<file path="config.mk">
export PLATFORM = sky130hd
export DESIGN_NAME = aes_state_manager
export DESIGN_NICKNAME = d
export VERILOG_FILES = /design/src/rtl/aes_ctrl_pkg.sv /design/src/rtl/aes_state_manager_count4.sv /design/src/rtl/aes_state_manager.sv
export SDC_FILE = /design/constraint.sdc
export NUM_CORES = 1
export LEC_CHECK = 0
export CAP_MARGIN = 0
export CORE_MARGIN = 10
export CORE_UTILIZATION = 45
export CTS_CLUSTER_SIZE = 10
export DETAILED_ROUTE_END_ITERATION = 7
export HOLD_SLACK_MARGIN = 0.08
export PLACE_DENSITY = 0.78
export SYNTH_ARGS = -nofsm -noshare
export SYNTH_HDL_FRONTEND = slang
export SYNTH_SLANG_ARGS = --single-unit
</file>
<file path="constraint.sdc">
create_clock -name clock -period 2.4 [get_ports clock]
set_input_delay 0.48 -clock clock [delete_from_list [all_inputs] [get_ports clock]]
set_output_delay 0.48 -clock clock [all_outputs]
set_load 0.01 [all_outputs]
</file>
<file path="src/rtl/aes_ctrl_pkg.sv">
// Shared types for the AES-128 control path: FSM states,
// state-matrix write-source codes and the fixed round count.
package aes_ctrl_pkg;

   localparam int NUM_ROUNDS = 10;
   localparam logic [3:0] LAST_ROUND = 4'(NUM_ROUNDS);

   typedef enum logic [5:0] {
      ST_IDLE          = 6'd0,
      ST_PTEXT_WRITE   = 6'd1,
      ST_KEY_WRITE     = 6'd2,
      ST_KEY_EXPAND    = 6'd3,
      ST_ADD_KEY0      = 6'd4,
      ST_SUB_BYTES     = 6'd5,
      ST_SHIFT_ROWS    = 6'd6,
      ST_MIX_COLUMNS   = 6'd7,
      ST_ADD_ROUND_KEY = 6'd8,
      ST_DONE          = 6'd9,
      ST_CTEXT_READ    = 6'd10
   } state_e;

   typedef enum logic [3:0] {
      SEL_HOLD  = 4'd0,
      SEL_INPUT = 4'd1,
      SEL_SBOX  = 4'd2,
      SEL_SHIFT = 4'd3,
      SEL_MIX   = 4'd4,
      SEL_ARK   = 4'd5
   } sel_e;

   // States that walk the four columns using the mod-4 counter.
   function automatic logic is_xfer(state_e s);
      return (s == ST_PTEXT_WRITE) ||
             (s == ST_KEY_WRITE)   ||
             (s == ST_CTEXT_READ);
   endfunction

endpackage

</file>
<file path="src/rtl/aes_state_manager_count4.sv">
// 2-bit mod-4 counter with synchronous clear and enable,
// used to step columns during load and read.
module count4 (
   input  logic       clock,
   input  logic       reset,
   input  logic       clr,
   input  logic       en,
   output logic [1:0] count
);

   logic [1:0] cnt_q;
   logic [1:0] cnt_d;

   always_comb begin
      cnt_d = cnt_q;
      if (clr) begin
         cnt_d = 2'd0;
      end else if (en) begin
         cnt_d = cnt_q + 2'd1;
      end
   end

   always_ff @(posedge clock or posedge reset) begin
      if (reset) begin
         cnt_q <= 2'd0;
      end else begin
         cnt_q <= cnt_d;
      end
   end

   assign count = cnt_q;

endmodule

</file>
<file path="src/rtl/aes_state_manager.sv">
// AES-128 control FSM: load plaintext/key, trigger key expansion,
// sequence ARK0 plus rounds 1..10, then stream ciphertext out.
module aes_state_manager
   import aes_ctrl_pkg::*;
(
   input  logic       clock,
   input  logic       reset,
   input  logic       start_write_n,
   input  logic       start_read_n,
   input  logic       key_expand_done,
   output logic       done,
   output logic [5:0] dbg_state,
   output logic [3:0] dbg_round,
   output logic [3:0] matrix_in_sel,
   output logic       matrix_write_enable,
   output logic       input_mat_row_col,
   output logic [1:0] input_mat_idx,
   output logic       output_mat_row_col,
   output logic [1:0] output_mat_idx,
   output logic       key_start,
   output logic [1:0] count_4_out
);

   state_e     state_q;
   state_e     state_d;
   logic [3:0] round_q;
   logic [3:0] round_d;
   logic       key_start_q;
   logic       key_start_d;

   logic       cnt_clr;
   logic       cnt_en;
   logic [1:0] cnt;
   logic       cnt_last;

   sel_e       sel;
   logic       we;
   logic       done_o;
   logic [1:0] in_idx;
   logic [1:0] out_idx;

   count4 u_count (
      .clock (clock),
      .reset (reset),
      .clr   (cnt_clr),
      .en    (cnt_en),
      .count (cnt)
   );

   assign cnt_last = (cnt == 2'd3);

   always_comb begin
      cnt_en  = is_xfer(state_q);
      cnt_clr = !cnt_en;
   end

   always_comb begin
      state_d     = state_q;
      round_d     = round_q;
      key_start_d = 1'b0;
      unique case (state_q)
         ST_IDLE: begin
            round_d = 4'd0;
            if (!start_write_n) begin
               state_d = ST_PTEXT_WRITE;
            end
         end
         ST_PTEXT_WRITE: begin
            if (cnt_last) begin
               state_d = ST_KEY_WRITE;
            end
         end
         ST_KEY_WRITE: begin
            // Strobe is registered so it lines up with the first
            // KEY_EXPAND cycle.
            if (cnt_last) begin
               state_d     = ST_KEY_EXPAND;
               key_start_d = 1'b1;
            end
         end
         ST_KEY_EXPAND: begin
            round_d = 4'd0;
            if (key_expand_done) begin
               state_d = ST_ADD_KEY0;
            end
         end
         ST_ADD_KEY0: begin
            state_d = ST_SUB_BYTES;
            round_d = 4'd1;
         end
         ST_SUB_BYTES: begin
            state_d = ST_SHIFT_ROWS;
         end
         ST_SHIFT_ROWS: begin
            if (round_q == LAST_ROUND) begin
               state_d = ST_ADD_ROUND_KEY;
            end else begin
               state_d = ST_MIX_COLUMNS;
            end
         end
         ST_MIX_COLUMNS: begin
            state_d = ST_ADD_ROUND_KEY;
         end
         ST_ADD_ROUND_KEY: begin
            if (round_q == LAST_ROUND) begin
               state_d = ST_DONE;
            end else begin
               state_d = ST_SUB_BYTES;
               round_d = round_q + 4'd1;
            end
         end
         ST_DONE: begin
            if (!start_read_n) begin
               state_d = ST_CTEXT_READ;
            end
         end
         ST_CTEXT_READ: begin
            if (cnt_last) begin
               state_d = ST_IDLE;
               round_d = 4'd0;
            end
         end
         default: begin
            state_d = ST_IDLE;
            round_d = 4'd0;
         end
      endcase
   end

   always_ff @(posedge clock or posedge reset) begin
      if (reset) begin
         state_q     <= ST_IDLE;
         round_q     <= 4'd0;
         key_start_q <= 1'b0;
      end else begin
         state_q     <= state_d;
         round_q     <= round_d;
         key_start_q <= key_start_d;
      end
   end

   always_comb begin
      sel     = SEL_HOLD;
      we      = 1'b0;
      done_o  = 1'b0;
      in_idx  = 2'd0;
      out_idx = 2'd0;
      unique case (state_q)
         ST_PTEXT_WRITE: begin
            sel    = SEL_INPUT;
            we     = 1'b1;
            in_idx = cnt;
         end
         ST_KEY_WRITE: begin
            sel    = SEL_INPUT;
            in_idx = cnt;
         end
         ST_ADD_KEY0: begin
            sel = SEL_ARK;
            we  = 1'b1;
         end
         ST_SUB_BYTES: begin
            sel = SEL_SBOX;
            we  = 1'b1;
         end
         ST_SHIFT_ROWS: begin
            sel = SEL_SHIFT;
            we  = 1'b1;
         end
         ST_MIX_COLUMNS: begin
            sel = SEL_MIX;
            we  = 1'b1;
         end
         ST_ADD_ROUND_KEY: begin
            sel = SEL_ARK;
            we  = 1'b1;
         end
         ST_DONE: begin
            done_o = 1'b1;
         end
         ST_CTEXT_READ: begin
            done_o  = 1'b1;
            out_idx = cnt;
         end
         default: begin
         end
      endcase
   end

   assign done                = done_o;
   assign dbg_state           = state_q;
   assign dbg_round           = round_q;
   assign matrix_in_sel       = sel;
   assign matrix_write_enable = we;
   assign input_mat_row_col   = 1'b0;
   assign input_mat_idx       = in_idx;
   assign output_mat_row_col  = 1'b0;
   assign output_mat_idx      = out_idx;
   assign key_start           = key_start_q;
   assign count_4_out         = cnt;

endmodule

</file>
==> flow_summary.yaml <==
clock_network:
  clkLatencyLatePin_ns: 0.27
  cts_tree: "built"
  hold_buffers: 0
  clockBufferDepth: 2
  clkTransAtPathRegs_ns: 0.07
  cts_buffers: 3
  h-tree-depth: 1
  cts.sinks: 11
  root_buffer: "clkbuf_4"
critical_path:
  cp-start-kind: "register"
  timing.rr.start: "dbg_state[1]$_DFFE_PP0P_"
  critPathMaxStageDelay_ns: 0.53
  worst-path-stages: 4
  path_delay_family: "buffers and inverters"
  critPathArrivalTime_ns: 1.84
  critical_path_class: "reg2out"
  worstPathCellList: "nand2b_2 -> a21boi_1 -> a31o_1 -> clkdlybuf4s50_1"
  cp_max_fo: 13
  crit_buf_inv: 1
  worst-r2r-cell-count: 5
  crit_slowest_cell: "clkdlybuf4s50_1"
  crit_required_ns: 1.92
  worst_r2r_endpoint: "dbg_state[0]$_DFFE_PP0P_"
  r2r_setup_slack_ns: 0.48
  end_kind: "primary output"
die:
  io_pins: 30
  die_h_um: 65.4
  die-width_um: 65.4
  initial_utilization_pct: 47.3
  rows: 16
  die-area_um2: 4280
  fp.coreArea_um2: 1960
detailed_routing:
  drt_iter0_drc: 30
  firstDrtPassIters: 4
  drc: 0
  detail_route.wl_per_cell_um: 14.9
  via_per_inst: 5.30
  drtAntennaViolNets: 0
  wl_mm: 2.40
  num_vias: 854
run:
  cap_violations: 0
yosys:
  synthCells: 107
  synth_top_family_by_area: "simple AND/OR/NAND/NOR gates"
  async_reset_ff_share_pct: 100
  ys_seq_area_share_pct: 29.7
  synthTopCellsByCount: "11 x dfrtp_1, 9 x nor2_1, 6 x and3_1"
  netlist_area_um2: 927
  muxShareOfSynthArea_pct: 5.67
  avgSynthCellArea_um2: 8.66
  synth_top_area_share_pct: 29.7
  synth_xor_area_share_pct: 1.89
  synth_edf_count: 0
  synth_fa_ha_area_share_pct: 4.05
  synthSimpleGateAreaFrac_pct: 27.3
  ys_ff_latch: 11
  yosys-top-cells-area: "dfrtp_1 30%, and3_1 4.0%, buf_4 4.0%"
  yosysUniqueCellTypes: 44
  ys.warnings.count: 0
  synth_compound_area_share_pct: 20.0
  yosysTopAreaCell: "dfrtp_1"
  yosysMostFrequentCell: "dfrtp_1"
  ys.flop_type: "dfrtp_1"
sta:
  rsz0062_at_grt: "no"
  max_freq_mhz: 432
  period_minus_slack_ns: 2.32
  finalCritPeriodShare_pct: 96.5
  hold_violations: 0
  drv_slew: 0
  tns_ns: 0
  setup_viol: 0
  fin_skew_ns: 0.00298
finish:
  n_antenna_cell: 0
  area_delta_synth_final_pct: 32.0
  final_nets: 143
  layout-drive-gt1-share_pct: 14.2
  fin_util_pct: 62.4
power:
  ir_worst_vdd_mv: 0.728
  power_leakage_uw: 0.000564
  cellPowerDensity_nw_per_um2: 1170
grt:
  grt.total_usage_pct: 11.8
  grt_pass1_vias: 856
  grt-ovfl-total: 0
  grt_max_degree: 19
  grt_pass1_wl_mm: 4.11
  antenna_found_initial: 0
status:
  status: "finished clean"
place:
  place.gp.congestion: 0.847
  io_buffers: 24
  dp_hpwl_mm: 1.81
worst_hold_path:
  hp-class: "in2async"
==> cell families after synthesis <==
logic type | Yosys count
AO/OA/AOI/OAI | 26
XOR/XNOR | 2
adder cells (fa/ha/maj) | 3
buffers and inverters | 17
flip-flops | 11
multiplexers | 5
other | 1
AND/OR/NAND/NOR | 42
==> final cells by class <==
| type | count | area [um^2] |
|---|---|---|
| inverters | 5 | 18.8 |
| multi-input cells | 83 | 569 |
| repair buffers | 31 | 295 |
| flip-flops and latches | 11 | 280 |
| clock buffers | 4 | 26.3 |
| fillers | 179 | 738 |
| well taps | 27 | 33.8 |
==> sequential cells by signal, summed over array words and instances (netlist names) <==
signal and cells:
dbg_round 4, dbg_state 4, key_start 1, u_count.count 2
==> per-layer routing <==
metal | share of wire (%) | global-route usage, % | vias up
li1 | - | - | 428
met1 | 41 | 13.6 | 399
met2 | 50 | 18.8 | 25
met3 | 8.1 | 5.93 | 2
met4 | 0.37 | 2.94 | 0
met5 | 0 | 0 | -
==> per-stage QoR <==
step | area, um^2 | worst slack, ns | power [uW] | hold slack, ns | cells
4_1_cts | 1190 | 0.0259 | 1420 | 0.524 | 158
5_1_grt | 1220 | 0.00248 | 1560 | 0.548 | 161
2_1_floorplan | 942 | 0.577 | 937 | 0.332 | 111
3_5_place_dp | 1160 | 0.241 | 1280 | 0.514 | 154
6_report | 1220 | 0.0845 | 1430 | 0.513 | 161
3_3_place_gp | 1160 | 0.309 | 1270 | 0.503 | 154
==> placed cells by master, fill, tap and decap left out, types with 3 or more instances in the layout <==
master,instances
clkdlybuf4s50_1,23
nor2_1,9
dfrtp_1,7
buf_4,7
and3_1,6
inv_1,5
conb_1,5
dfrtp_2,4
nand3b_1,3
nand2b_1,3
nor2b_1,3
o21ai_1,3
mux2i_1,3
nand2_1,3
o21ai_0,3
a31oi_1,3
ha_1,3
clkbuf_4,3
==> report_power, final <==
part,internal (uW),leakage [uW],switching (uW),total [uW]
logic,497,0.000407,446,943
registers,247,0.000142,111,358
clock network,64.4,0.0000150,63.9,128
total,808,0.000564,621,1430
==> worst max-delay path by stage <==
stage / from / endpoint / slack [ns]
after detailed placement: dbg_state[3]$_DFFE_PP0P_ / matrix_in_sel[0] / 0.24
final: dbg_state[3]$_DFFE_PP0P_ / matrix_in_sel[2] / 0.08
after CTS: dbg_state[0]$_DFFE_PP0P_ / matrix_in_sel[0] / 0.03
after global placement: dbg_state[3]$_DFFE_PP0P_ / matrix_in_sel[0] / 0.31
after global routing: dbg_state[3]$_DFFE_PP0P_ / matrix_in_sel[2] / 0.002
after floorplan: dbg_round[0]$_DFFE_PP0P_ / dbg_round[1]$_DFFE_PP0P_ / 0.58
==> repair_timing <==
action	4_1_cts	5_1_grt
buffers inserted	0	3
resized for setup	1	6
setup endpoints to repair	2	6
hold endpoints to repair	0	0
Note: power is estimated with default switching activity, not from simulation.
==> variant 1: new RTL, same settings <==
Reset style: synchronous (`reset`), changed in 2 clocked blocks.
--- a/src/rtl/aes_state_manager_count4.sv
+++ b/src/rtl/aes_state_manager_count4.sv
@@ -20,7 +20,7 @@
       end
    end
 
-   always_ff @(posedge clock or posedge reset) begin
+   always_ff @(posedge clock) begin
       if (reset) begin
          cnt_q <= 2'd0;
       end else begin
--- a/src/rtl/aes_state_manager.sv
+++ b/src/rtl/aes_state_manager.sv
@@ -127,7 +127,7 @@
       endcase
    end
 
-   always_ff @(posedge clock or posedge reset) begin
+   always_ff @(posedge clock) begin
       if (reset) begin
          state_q     <= ST_IDLE;
          round_q     <= 4'd0;
Check against the original RTL: differs if reset is asserted again (counterexample within 4 cycles, from zero or initial values and one cycle with reset high); with reset held inactive, the same outputs for 10 cycles.
==> variant 1 against the original RTL <==
Count of clock-buffer cells in the layout shrank 1. Register-to-register slack worse by 0.03 ns. Sequential cell count did not move. Wire length fell by 6.0%. Worst setup slack better by 0.017 ns. Synthesized cell count is the same. Design area fell by 9.8%. Area after synthesis decreased by 12%. Die area fell by 8.3%. First-iteration DRC count shrank 33%.
Power is not compared: it rests on default switching activity, and its combinational part moved more than twofold at a synthesized area within 25%.
==> variant 1: results (changes against the original RTL) <==
stage	metric	value	unit	change
synth	Synth cell types	36		-18%
worst_hold_path	hold path depth	1		
placed_design	Post-DP HPWL	1740	um	-4.1%
synth	Warnings, synthesis	0		unchanged
timing	Final Skew	0.00801	ns	+0.00503 ns
power_and_ir_drop	NetSw	328	uW	
power_and_ir_drop	Max IR drop VDD	700	uV	
clock_tree	clk_lat worst skew	0.28	ns	
grt	vias in the first global route	806		-5.8%
setup_path	CP max stage delay	0.55	ns	+0.02 ns
power_and_ir_drop	clock share of power	0.163		
detailed_routing	drt pass-1 iters	4		unchanged
synth	top cells by area, synth	dfxtp_1 (27%), o21ai_0 (5.5%), a21oi_1 (4.9%)		
timing	worst setup slack after layout	0.101	ns	+0.0165 ns
worst_hold_path	Hold Path Origin	u_count.count[0]$_SDFF_PP0_		
final_layout	diode count	0		unchanged
final_layout	fin cells	156		-3.1%
placed_design	dpl ws	0.210	ns	-0.0315 ns
worst_hold_path	worst hold path endpoint	u_count.count[0]$_SDFF_PP0_		
setup_path	RR Startpoint	dbg_state[2]$_SDFFE_PP0P_		
final_layout	share of post-route cells with drive strength above 1	0.107		-0.0349
grt	Overall Global Routing Usage	0.113		-0.00412
detailed_routing	Via density	5.39		+1.6%
clock_tree	CTS buffer count	3		unchanged
worst_hold_path	HP Class	register to register		
setup_path	r2r worst-path depth	6		+1
final_layout	final net count	140		-2.1%
synth	Post-synth top cells	dfxtp_1 (11), nor2_1 (9), o21ai_0 (9)		
synth	Most used DFF post-synth	dfxtp_1		
timing	hold_ws	0.498	ns	-0.0148 ns
setup_path	Reg-to-Reg End	dbg_round[2]$_SDFFE_PP0P_		
clock_tree	CTS root buf	clkbuf_4		
placed_design	Placed Cells	152		-1.3%
grt	pin count of the biggest net entering global routing	21		+2
setup_path	Critical Path AT	1.82	ns	-0.02 ns
grt	first-pass GRT wire length	3730	um	-9.2%
detailed_routing	WL final	2260	um	-6.0%
power_and_ir_drop	Leak	0.000475	uW	
power_and_ir_drop	P_comb	444	uW	
clock_tree	H-tree depth	1		unchanged
setup_path	CP Max Fanout	16		+3
setup_path	CP max stage cell	clkdlybuf4s50_1		
setup_path	flop2flop setup slack	0.45	ns	-0.03 ns
placed_design	gpl congestion	0.900		+6.2%
placed_design	Post-DP Area	1060	um2	-8.5%
synth	Syn Inst Count	107		unchanged
timing	worst slew pin tran	0.759	ns	
synth	asr flop ratio synth	0		-1.00
outcome	status	finished, final reports clean		
clock_tree	CTS clk-pin slew, worst paths	0.08	ns	
synth	register area share after synthesis	0.270		-0.0274
grt	initial antenna violation count	0		unchanged
detailed_routing	Initial DRC Count	20		-33%
power_and_ir_drop	clock group total power	133	uW	
setup_path	critical path's top delay family	buffers and inverters		
clock_tree	Clock Tree Buf Depth	2		unchanged
[variant 1: cell count changes in the layout (fill, tap and decap cells not counted), sizes merged, moves of 3 or more]
cell   before  now
dfxtp       0   11
dfrtp      11    0
a21oi       1    8
inv         5    2
a31oi       3    0
[variant 1: timing repair]
| action | CTS | global route |
|---|---|---|
| endpoints found under the setup margin | 3 | 3 |
| gates cloned | 0 | 0 |
| setup buffers | 0 | 0 |
| gates resized for setup | 3 | 4 |
[variant 1: cells by family after synthesis]
kind of cell | after synthesis | synth area share
and+or+nand+nor | 48 | 0.342
DFF | 11 | 0.270
buffers and inverters | 15 | 0.104
AOI/OAI and AO/OA | 26 | 0.199
adders and majority gates | 3 | 0.0459
muxes | 2 | 0.0245
xor gates and xnor gates | 1 | 0.0107
other | 1 | 0.00459
[variant 1: worst max-delay path by stage]
stage,start,endpoint,cells after the start
2_1_floorplan,dbg_state[1]$_SDFFE_PP0P_,matrix_in_sel[2],5
3_3_place_gp,dbg_state[1]$_SDFFE_PP0P_,matrix_in_sel[0],3
3_5_place_dp,dbg_state[1]$_SDFFE_PP0P_,matrix_in_sel[2],3
4_1_cts,dbg_state[1]$_SDFFE_PP0P_,matrix_write_enable,3
5_1_grt,dbg_state[1]$_SDFFE_PP0P_,output_mat_idx[0],4
6_report,dbg_state[0]$_SDFFE_PP0P_,done,5
[variant 1: layout make-up]
cell class / instances / area, um2
timing repair buffer: 29 / 282
inverter: 2 / 7.51
tap: 25 / 31.3
sequential: 11 / 220
clock inverter: 1 / 5.00
clock buffer: 3 / 22.5
multi-input combinational: 85 / 536
fill: 157 / 623
[variant 1: routing by layer]
layer  vias up  share of wire  track usage
li1        422              -            -
met4         0          0.024       0.0670
met1       390           0.43        0.122
met3         6          0.063       0.0394
met2        23           0.48        0.187
met5         -              0            0
==> variant 2: new RTL, config.mk and constraints unchanged <==
Made on the original files. Register the output `count_4_out`, with the module's reset; this adds one clock of latency there. The other outputs are not delayed to match.
--- a/src/rtl/aes_state_manager.sv
+++ b/src/rtl/aes_state_manager.sv
@@ -197,7 +197,13 @@
    assign output_mat_row_col  = 1'b0;
    assign output_mat_idx      = out_idx;
    assign key_start           = key_start_q;
-   assign count_4_out         = cnt;
+   always_ff @(posedge clock or posedge reset) begin
+      if (reset) begin
+         count_4_out <= '0;
+      end else begin
+         count_4_out <= cnt;
+      end
+   end
 
 endmodule
 
Function: changed (a bounded check fails within 4 cycles, from zero or initial values and one cycle with reset high).
==> variant 2 against the original RTL <==
Design area is 0.72% lower. Sequential cell count is 2 higher. Area after synthesis is 1.3% lower. Non-clock buffer count is 1 lower. Critical path depth is 1 higher. Wire length is 4.3% higher. Synthesized cell count is 0.93% lower. Power is 2.9% higher. Register-to-register slack better by 0.03 ns. Worst setup slack better by 0.0034 ns. Combinational power is 4.8% higher. Die area is 0.93% lower. Hold slack worse by 0.088 ns. Critical endpoint is now output_mat_idx[1].
==> variant 2: results (changes against the original RTL) <==
stage	metric	value	unit	change
detailed_routing	WL final	2500	um	+4.3%
worst_hold_path	HP Class	register to register		
synth	register area share after synthesis	0.356		+0.0588
clock_tree	CTS buffer count	3		unchanged
grt	pin count of the biggest net entering global routing	20		+1
timing	Final Skew	0.00920	ns	+0.00622 ns
grt	first-pass GRT wire length	4160	um	+1.3%
synth	post-synthesis compound-gate area fraction	0.192		-0.00821
synth	asr flop ratio synth	1.00		unchanged
placed_design	Post-DP HPWL	1850	um	+2.0%
setup_path	CP Max Fanout	16		+3
clock_tree	CTS clk-pin slew, worst paths	0.09	ns	+0.02 ns
outcome	status	finished, final reports clean		
placed_design	dpl ws	0.249	ns	+0.00742 ns
clock_tree	H-tree depth	1		unchanged
power_and_ir_drop	Max IR drop VDD	767	uV	+5.3%
synth	Post-Synth Adder-Cell Area	0.0410		+0.000554
final_layout	Register Area	327	um2	+17%
final_layout	Fillers	184		+2.8%
grt	Overall Global Routing Usage	0.119		+0.00141
grt	vias in the first global route	838		-2.1%
synth	multiplexer share of the synthesized area	0.0233		-0.0334
setup_path	critical path's top delay family	buffers and inverters		
synth	Post-Synth XOR/XNOR Area	0.00958		-0.00932
detailed_routing	Via density	5.41		+1.9%
final_layout	share of post-route cells with drive strength above 1	0.130		-0.0120
synth	Syn Inst Count	106		-0.93%
placed_design	gpl congestion	0.843		-0.48%
synth	Post-synth top cells	dfrtp_1 (13), nor2_1 (8), nand2_1 (7)		
synth	Synth cell types	43		-2.3%
synth	top cells by area, synth	dfrtp_1 (36%), buf_4 (4.1%), ha_1 (4.1%)		
final_layout	final net count	140		-2.1%
detailed_routing	Initial DRC Count	31		+3.3%
power_and_ir_drop	Leak	0.000598	uW	+6.0%
variant 2: routing by layer:
| layer | track usage | up-vias | wire, um |
|---|---|---|---|
| met5 | 0 | - | 0 |
| met4 | 0.0294 | 0 | 0 |
| met3 | 0.0481 | 0 | 260 |
| met2 | 0.195 | 40 | 1160 |
| met1 | 0.141 | 398 | 1090 |
| li1 | - | 416 | - |
variant 2: cells by family after synthesis:
group                      count (synthesis)
buffers and inverters                     17
adders and majority gates                  3
AOI/OAI and AO/OA                         26
xor gates and xnor gates                   1
other                                      1
muxes                                      2
and+or+nand+nor                           43
DFF                                       13
variant 2: worst paths after layout:
kind	startpoint	endpoint	slack (ns)
worst min register to register	u_count.count[1]$_DFF_PP0_	count_4_out[1]$_DFF_PP0_	0.42
worst max register to register	u_count.count[0]$_DFF_PP0_	dbg_state[0]$_DFFE_PP0P_	0.51
max in group asynchronous	reset	dbg_state[2]$_DFFE_PP0P_	1.49
worst max-delay path	dbg_state[1]$_DFFE_PP0P_	output_mat_idx[1]	0.09
min in group asynchronous	reset	u_count.count[0]$_DFF_PP0_	0.52
worst min-delay path	u_count.count[1]$_DFF_PP0_	count_4_out[1]$_DFF_PP0_	0.42
variant 2: report_power, final:
group          internal (uW)  switching (uW)  leakage [uW]
clock network           64.4            75.2     0.0000150
registers                285            59.4      0.000171
logic                    460             528      0.000412
variant 2: final cells by class:
type	count	area share
timing repair buffer	30	0.242
sequential	13	0.269
clock buffer	4	0.0216
multi-input combinational	80	0.427
inverter	4	0.0124
tap	27	0.0278
variant 2: timing repair:
action                                  CTS  global route
endpoints found under the setup margin    9             4
hold buffers                              0             0
resized for setup                        10             6
